File: src/rtl/pps_disciplined_timebase.sv
// Purpose: MCLK and reporting-rate strobe generator phase-aligned to validated GPS PPS edges, with lock/holdover tracking.
// Latency: GPS_PPS rise -> aligned PULSE_OUT/MCLK on the 3rd CLK edge after the first edge sampling it high; status is registered.
// Backpressure: none; outputs free-run in every state and never stall.
`timescale 1ns/1ps
module pps_disciplined_timebase #(
    parameter int CLK_FREQ_HZ  = 32768000,
    parameter int MCLK_DIV     = 4,
    parameter int REPORT_RATE  = 50,
    parameter int PPS_TOL      = 1000,
    parameter int HOLDOVER_MAX = 10
) (
    input  logic        CLK,
    input  logic        nRST,
    input  logic        GPS_PPS,
    output logic        MCLK,
    output logic        PULSE_OUT,
    output logic        PPS_LOCKED,
    output logic        HOLDOVER,
    output logic        PPS_ERR,
    output logic [31:0] PPS_PERIOD
);

    localparam int RPT_PERIOD = CLK_FREQ_HZ / REPORT_RATE;
    localparam int PH_W       = $clog2(MCLK_DIV);
    localparam int RPT_W      = (RPT_PERIOD > 1) ? $clog2(RPT_PERIOD) : 1;

    localparam logic [PH_W-1:0]  PH_LAST  = PH_W'(MCLK_DIV - 1);
    localparam logic [PH_W-1:0]  PH_HALF  = PH_W'(MCLK_DIV / 2);
    localparam logic [RPT_W-1:0] RPT_LAST = RPT_W'(RPT_PERIOD - 1);
    localparam logic [31:0]      WIN_LO   = 32'(CLK_FREQ_HZ - PPS_TOL);
    localparam logic [31:0]      WIN_HI   = 32'(CLK_FREQ_HZ + PPS_TOL);
    localparam logic [31:0]      SEC_LAST = 32'(CLK_FREQ_HZ - 1);
    localparam logic [31:0]      HO_LAST  = 32'(HOLDOVER_MAX - 1);

    typedef enum logic [1:0] {
        ST_UNLOCKED = 2'd0,
        ST_ACQUIRE  = 2'd1,
        ST_LOCKED   = 2'd2,
        ST_HOLDOVER = 2'd3
    } state_t;

    state_t            state;
    state_t            state_nxt;
    logic [2:0]        pps_sync;
    logic              ppsev;
    logic [PH_W-1:0]   mclk_ph;
    logic [PH_W-1:0]   mclk_ph_nxt;
    logic [RPT_W-1:0]  rpt_cnt;
    logic [RPT_W-1:0]  rpt_cnt_nxt;
    logic [31:0]       sec_cnt;
    logic [31:0]       sec_cnt_nxt;
    logic [31:0]       ho_cyc;
    logic [31:0]       ho_sec;
    logic              align;
    logic              err_nxt;
    logic              period_ld;
    logic              in_window;
    logic              late;
    logic              ho_expire;

    // Two-stage synchroniser plus a third stage for a registered one-cycle rising-edge event
    always_ff @(posedge CLK or negedge nRST) begin
        if (!nRST) begin
            pps_sync <= 3'b000;
            ppsev    <= 1'b0;
        end else begin
            pps_sync <= {pps_sync[1:0], GPS_PPS};
            ppsev    <= pps_sync[1] & ~pps_sync[2];
        end
    end

    assign in_window = (sec_cnt >= WIN_LO) && (sec_cnt <= WIN_HI);
    assign late      = (sec_cnt > WIN_HI);
    assign ho_expire = (ho_cyc == SEC_LAST) && (ho_sec == HO_LAST);

    // Lock FSM: an edge inside the window always wins over the timeout on the same cycle
    always_comb begin
        state_nxt = state;
        align     = 1'b0;
        err_nxt   = 1'b0;
        period_ld = 1'b0;
        case (state)
            ST_UNLOCKED: begin
                if (ppsev) begin
                    align     = 1'b1;
                    state_nxt = ST_ACQUIRE;
                end
            end
            ST_ACQUIRE: begin
                if (ppsev) begin
                    align = 1'b1;
                    if (in_window) begin
                        period_ld = 1'b1;
                        state_nxt = ST_LOCKED;
                    end else begin
                        err_nxt = 1'b1;
                    end
                end else if (late) begin
                    state_nxt = ST_UNLOCKED;
                end
            end
            ST_LOCKED: begin
                if (ppsev && in_window) begin
                    align     = 1'b1;
                    period_ld = 1'b1;
                end else if (late) begin
                    // An edge landing exactly on the timeout cycle is past the window: reject it
                    state_nxt = ST_HOLDOVER;
                    err_nxt   = ppsev;
                end else if (ppsev) begin
                    // Early edge while locked is a glitch: keep the grid and the running period count
                    err_nxt = 1'b1;
                end
            end
            ST_HOLDOVER: begin
                if (ppsev) begin
                    align     = 1'b1;
                    state_nxt = ST_ACQUIRE;
                end else if (ho_expire) begin
                    state_nxt = ST_UNLOCKED;
                end
            end
            default: state_nxt = ST_UNLOCKED;
        endcase
    end

    // Next values of the free-running counters; alignment forces all of them to zero
    always_comb begin
        mclk_ph_nxt = (mclk_ph == PH_LAST) ? '0 : mclk_ph + 1'b1;
        rpt_cnt_nxt = (rpt_cnt == RPT_LAST) ? '0 : rpt_cnt + 1'b1;
        sec_cnt_nxt = (sec_cnt == 32'hFFFF_FFFF) ? sec_cnt : sec_cnt + 32'd1;
        if (align) begin
            mclk_ph_nxt = '0;
            rpt_cnt_nxt = '0;
            sec_cnt_nxt = '0;
        end
    end

    // Counters and the output clock/strobe; a wrap and an alignment together still give one strobe
    always_ff @(posedge CLK or negedge nRST) begin
        if (!nRST) begin
            mclk_ph   <= '0;
            rpt_cnt   <= '0;
            sec_cnt   <= '0;
            MCLK      <= 1'b0;
            PULSE_OUT <= 1'b0;
        end else begin
            mclk_ph   <= mclk_ph_nxt;
            rpt_cnt   <= rpt_cnt_nxt;
            sec_cnt   <= sec_cnt_nxt;
            MCLK      <= (mclk_ph_nxt < PH_HALF);
            PULSE_OUT <= (rpt_cnt_nxt == '0);
        end
    end

    // Holdover seconds: only counts while in HOLDOVER, so it starts from zero on entry
    always_ff @(posedge CLK or negedge nRST) begin
        if (!nRST) begin
            ho_cyc <= '0;
            ho_sec <= '0;
        end else if (state != ST_HOLDOVER) begin
            ho_cyc <= '0;
            ho_sec <= '0;
        end else if (ho_cyc == SEC_LAST) begin
            ho_cyc <= '0;
            ho_sec <= ho_sec + 32'd1;
        end else begin
            ho_cyc <= ho_cyc + 32'd1;
        end
    end

    // State register and registered status decodes, updated on the same edge as the state
    always_ff @(posedge CLK or negedge nRST) begin
        if (!nRST) begin
            state      <= ST_UNLOCKED;
            PPS_LOCKED <= 1'b0;
            HOLDOVER   <= 1'b0;
            PPS_ERR    <= 1'b0;
            PPS_PERIOD <= 32'(CLK_FREQ_HZ);
        end else begin
            state      <= state_nxt;
            PPS_LOCKED <= (state_nxt == ST_LOCKED);
            HOLDOVER   <= (state_nxt == ST_HOLDOVER);
            PPS_ERR    <= err_nxt;
            if (period_ld) begin
                PPS_PERIOD <= sec_cnt + 32'd1;
            end
        end
    end

endmodule

File: config.mk
export PLATFORM = sky130hd
export DESIGN_NAME = pps_disciplined_timebase
export DESIGN_NICKNAME = d
export VERILOG_FILES = /design/src/rtl/pps_disciplined_timebase.sv
export SDC_FILE = /design/constraint.sdc
export NUM_CORES = 1
export LEC_CHECK = 0
export CAP_MARGIN = 15
export CORE_ASPECT_RATIO = 1.5
export CORE_MARGIN = 2
export CORE_UTILIZATION = 55
export CTS_CLUSTER_SIZE = 28
export DETAILED_ROUTE_END_ITERATION = 12
export PLACE_DENSITY = 0.74
export SLEW_MARGIN = 20
export SYNTH_ARGS = -nofsm -noshare
export SYNTH_HDL_FRONTEND = slang
export SYNTH_SLANG_ARGS = --single-unit
export TNS_END_PERCENT = 1
File: constraint.sdc
create_clock -name CLK -period 2.8 [get_ports CLK]
set_input_delay 0.42 -clock CLK [delete_from_list [all_inputs] [get_ports CLK]]
set_output_delay 0.42 -clock CLK [all_outputs]
set_load 0.01 [all_outputs]
==> flow_metrics.env <==
export IMPL_status="completed"
export IMPL_rsz0062_at_grt="yes"
export IMPL_syn_inst=812
export IMPL_fin_crit_ps=2570
export IMPL_synth_distinct_cells=55
export IMPL_synthesis_nets=827
export IMPL_row_count=53
export IMPL_ys_seq_area_share_pct=51.3
export IMPL_synth_edf_count=0
export IMPL_wirelength_mm=15.2
export IMPL_h_tree_depth=4
export IMPL_clockRootBuffer="clkbuf_16"
export IMPL_cp_start_kind="flop"
export IMPL_swShare_pct=24.5
export IMPL_path_max_fanout=9
export IMPL_gp_congestion=0.855
export IMPL_path_cells="ha_1, and4_1, nand4_1, nor4_4, nand4_1, or3_1, a21oi_1"
export IMPL_min_from="pps_sync[0]$_DFF_PN0_"
export IMPL_port_buffer_count=39
export IMPL_reg2reg_depth=7
export IMPL_vias_per_cell=5.49
export IMPL_crit_slowest_cell="or3_1"
export IMPL_clock_sinks=161
export IMPL_drtIter0Drc=344
export IMPL_worst_setup_path_end_kind="flop"
export IMPL_clk_pin_slew_worst_paths_ps=70
export IMPL_period_share_pct=91.8
export IMPL_r2r_slack_ps=230
export IMPL_setup_viol=0
export IMPL_comb_power_share_pct=7.9
export IMPL_whs_endpoint="pps_sync[1]$_DFF_PN0_"
export IMPL_worstMarginPinSlew_ps=627
export IMPL_ys_ff_latch=161
export IMPL_pwr_share_clk_pct=42.9
export IMPL_fp_coreArea_um2=14000
export IMPL_synth_warning_count=0
export IMPL_peakVddDrop_v=0.000388
export IMPL_slowest_delay_ps=460
export IMPL_timing_final_max_slew_violations=0
export IMPL_start_util_pct=56.2
export IMPL_r2r_start="ho_cyc[0]$_DFF_PN0_"
export IMPL_vias=5854
export IMPL_hold_path_class="flop to flop"
export IMPL_reg2reg_to="ho_sec[31]$_DFFE_PN0P_"
export IMPL_seq_power_share_pct=49.2
export IMPL_antenna_left=0
export IMPL_p_switching_mw=1.24
export IMPL_crit_arrival_ps=2920
export IMPL_top_level_ports=40
export IMPL_hold_viol=0
export IMPL_fin_nets=876
export IMPL_cts_buffers=17
export IMPL_cts_resized=0
export IMPL_antenna_found_initial=0
export IMPL_grt_max_degree=72
export IMPL_n_antenna_cell=0
export IMPL_drive_above_1_share_pct=8.92
export IMPL_cts_tree="built"
export IMPL_min_path_cells=0
export IMPL_final_common_cell="dfrtp_1"
export IMPL_place_hpwl_mm=10.5
export IMPL_power_internal_mw=3.82
export IMPL_hold_ws_ps=370
export IMPL_firstDrtPassIters=5
export IMPL_p_leak_nw=3.75
export IMPL_dp_worst_setup_slack_ps=83.3
export IMPL_required_ps=3150
export IMPL_grt_use_total_pct=21.4
export IMPL_p_per_area_nw_per_um2=555
export IMPL_die_w_um=102
export IMPL_yosys_most_used_dff="dfrtp_1"
export IMPL_setup_slack_ps=230
export IMPL_timing_fmax_mhz=389
export IMPL_grt_pass1_wl_mm=26.1
export IMPL_maxCapViolCount=0
export IMPL_clock_latency_ps=430
export IMPL_area_delta_synth_final_pct=15.8
export IMPL_clk_path_buf_depth=2
export IMPL_die_h_um=150
export IMPL_synthArstFlopShare_pct=100
export IMPL_grt_pass1_vias=5800
export IMPL_crit_type="flop to flop"
export IMPL_skew_ps=9.99
export IMPL_wl_per_cell_um=14.3
export IMPL_final_cell_mix="dfrtp_1 (155), nor2_1 (126), a21oi_1 (60)"
export IMPL_die_area_um2=15300
export IMPL_relSlewSlack_pct=57.8
export IMPL_drc=0
export IMPL_cp_common_cell="nand4_1"
export IMPL_grt_overflow=0
export IMPL_syn_avg_cell_area_um2=9.68
export IMPL_netlist_area_um2=7860
## critical path: cells and delay by family (launching register included)
kind	cells	cell delay, ps
DFF	1	400
adders and majority gates	1	240
and+or+nand+nor	5	1700
AOI/OAI and AO/OA	1	140
## what timing repair did
item,4_1_cts,5_1_grt
hold buffers,1,0
endpoints found under the hold margin,1,0
endpoints found under the setup margin,0,36
setup buffers,0,1
## cells in the mapped netlist, types with 2 or more instances
master / instances / share of area (%)
a21oi_1: 60 / 3.8
and2_1: 7 / 0.56
and3_1: 15 / 1.2
and4_1: 9 / 1.0
buf_1: 2 / 0.096
buf_2: 6 / 0.38
buf_4: 3 / 0.29
clkbuf_1: 17 / 0.81
dfrtp_1: 155 / 49
dfstp_2: 6 / 2.0
ha_1: 12 / 1.9
inv_1: 24 / 1.1
mux2_2: 7 / 1.0
mux2i_1: 3 / 0.38
nand2_1: 51 / 2.4
nand2b_1: 5 / 0.40
nand3_1: 47 / 3.0
nand4_1: 28 / 2.2
nor2_1: 126 / 6.0
nor2b_1: 12 / 0.95
nor3_1: 27 / 1.7
nor4_1: 20 / 1.6
nor4b_1: 4 / 0.45
o211ai_1: 2 / 0.19
o21a_1: 3 / 0.29
o21ai_0: 17 / 1.1
o21bai_1: 2 / 0.19
or2_2: 6 / 0.48
or3_1: 16 / 1.3
xnor2_1: 45 / 5.0
xor2_1: 51 / 5.7
## registers in the layout (all words and copies together) (netlist names)
signal      cells
HOLDOVER        1
MCLK            1
PPS_ERR         1
PPS_LOCKED      1
PPS_PERIOD     32
PULSE_OUT       1
ho_cyc         32
ho_sec         32
mclk_ph         2
pps_sync        3
ppsev           1
rpt_cnt        20
sec_cnt        32
state           2
## cells by family after synthesis
group                    Yosys count  synth area share [%]
buffers and inverters             53                  2.86
multiplexers                      10                  1.38
AND/OR/NAND/NOR                  383                  24.8
XOR/XNOR                          96                  10.7
AO/OA/AOI/OAI                     97                  6.99
flip-flops                       161                  51.3
adder cells (fa/ha/maj)           12                  1.91
## worst max path at each step
stage | start | endpoint | slack [ps] | depth (start not counted)
2_1_floorplan | sec_cnt[28]$_DFFE_PN0P_ | rpt_cnt[10]$_DFF_PN0_ | 410 | 8
3_3_place_gp | sec_cnt[28]$_DFFE_PN0P_ | PPS_PERIOD[18]$_DFFE_PN1P_ | 260 | 8
3_5_place_dp | sec_cnt[28]$_DFFE_PN0P_ | PPS_PERIOD[18]$_DFFE_PN1P_ | 80 | 8
4_1_cts | sec_cnt[28]$_DFFE_PN0P_ | PPS_PERIOD[18]$_DFFE_PN1P_ | 40 | 8
5_1_grt | ho_cyc[0]$_DFF_PN0_ | ho_sec[31]$_DFFE_PN0P_ | -9 | 7
6_report | ho_cyc[0]$_DFF_PN0_ | ho_sec[31]$_DFFE_PN0P_ | 230 | 7
## layer usage
layer  wire length [um]  GRT usage, %  part of all wire, %
met1               6610          25.7                   43
met3                417          5.01                  2.7
met4                236          7.16                  1.6
met5                  0             0                    0
met2               7940          37.2                   52
## power groups by stage
stage | Sequential, mW | Clock [mW] | Combinational, mW
detailed placement | 2.53 | 0 | 0.397
floorplan | 2.50 | 0 | 0.274
CTS | 2.48 | 2.22 | 0.401
global placement | 2.52 | 0 | 0.375
global route | 2.50 | 2.32 | 0.455
finish | 2.49 | 2.17 | 0.398
## area by class of cell
| type | instances | area [um2] |
|---|---|---|
| Fill cell | 1124 | 4890 |
| Sequential cell | 161 | 4040 |
| Multi-Input combinational cell | 598 | 3600 |
| Timing Repair Buffer | 59 | 582 |
| Clock buffer | 20 | 447 |
| Tap cell | 192 | 240 |
| Clock inverter | 12 | 109 |
| Inverter | 24 | 90.1 |
## metrics by stage
| stage | instances | setup TNS [ps] | power, mW | area, um2 | utilization (%) |
|---|---|---|---|---|---|
| finish | 1066 | 0 | 5.05 | 9100 | 65.1 |
| global route | 1066 | -9.28 | 5.27 | 9100 | 65.1 |
| CTS | 1065 | 0 | 5.10 | 9080 | 64.9 |
| detailed placement | 1032 | 0 | 2.92 | 8520 | 60.9 |
| global placement | 1032 | 0 | 2.90 | 8520 | 60.9 |
| floorplan | 812 | 0 | 2.77 | 7860 | - |
(Power assumes the default switching activity.)
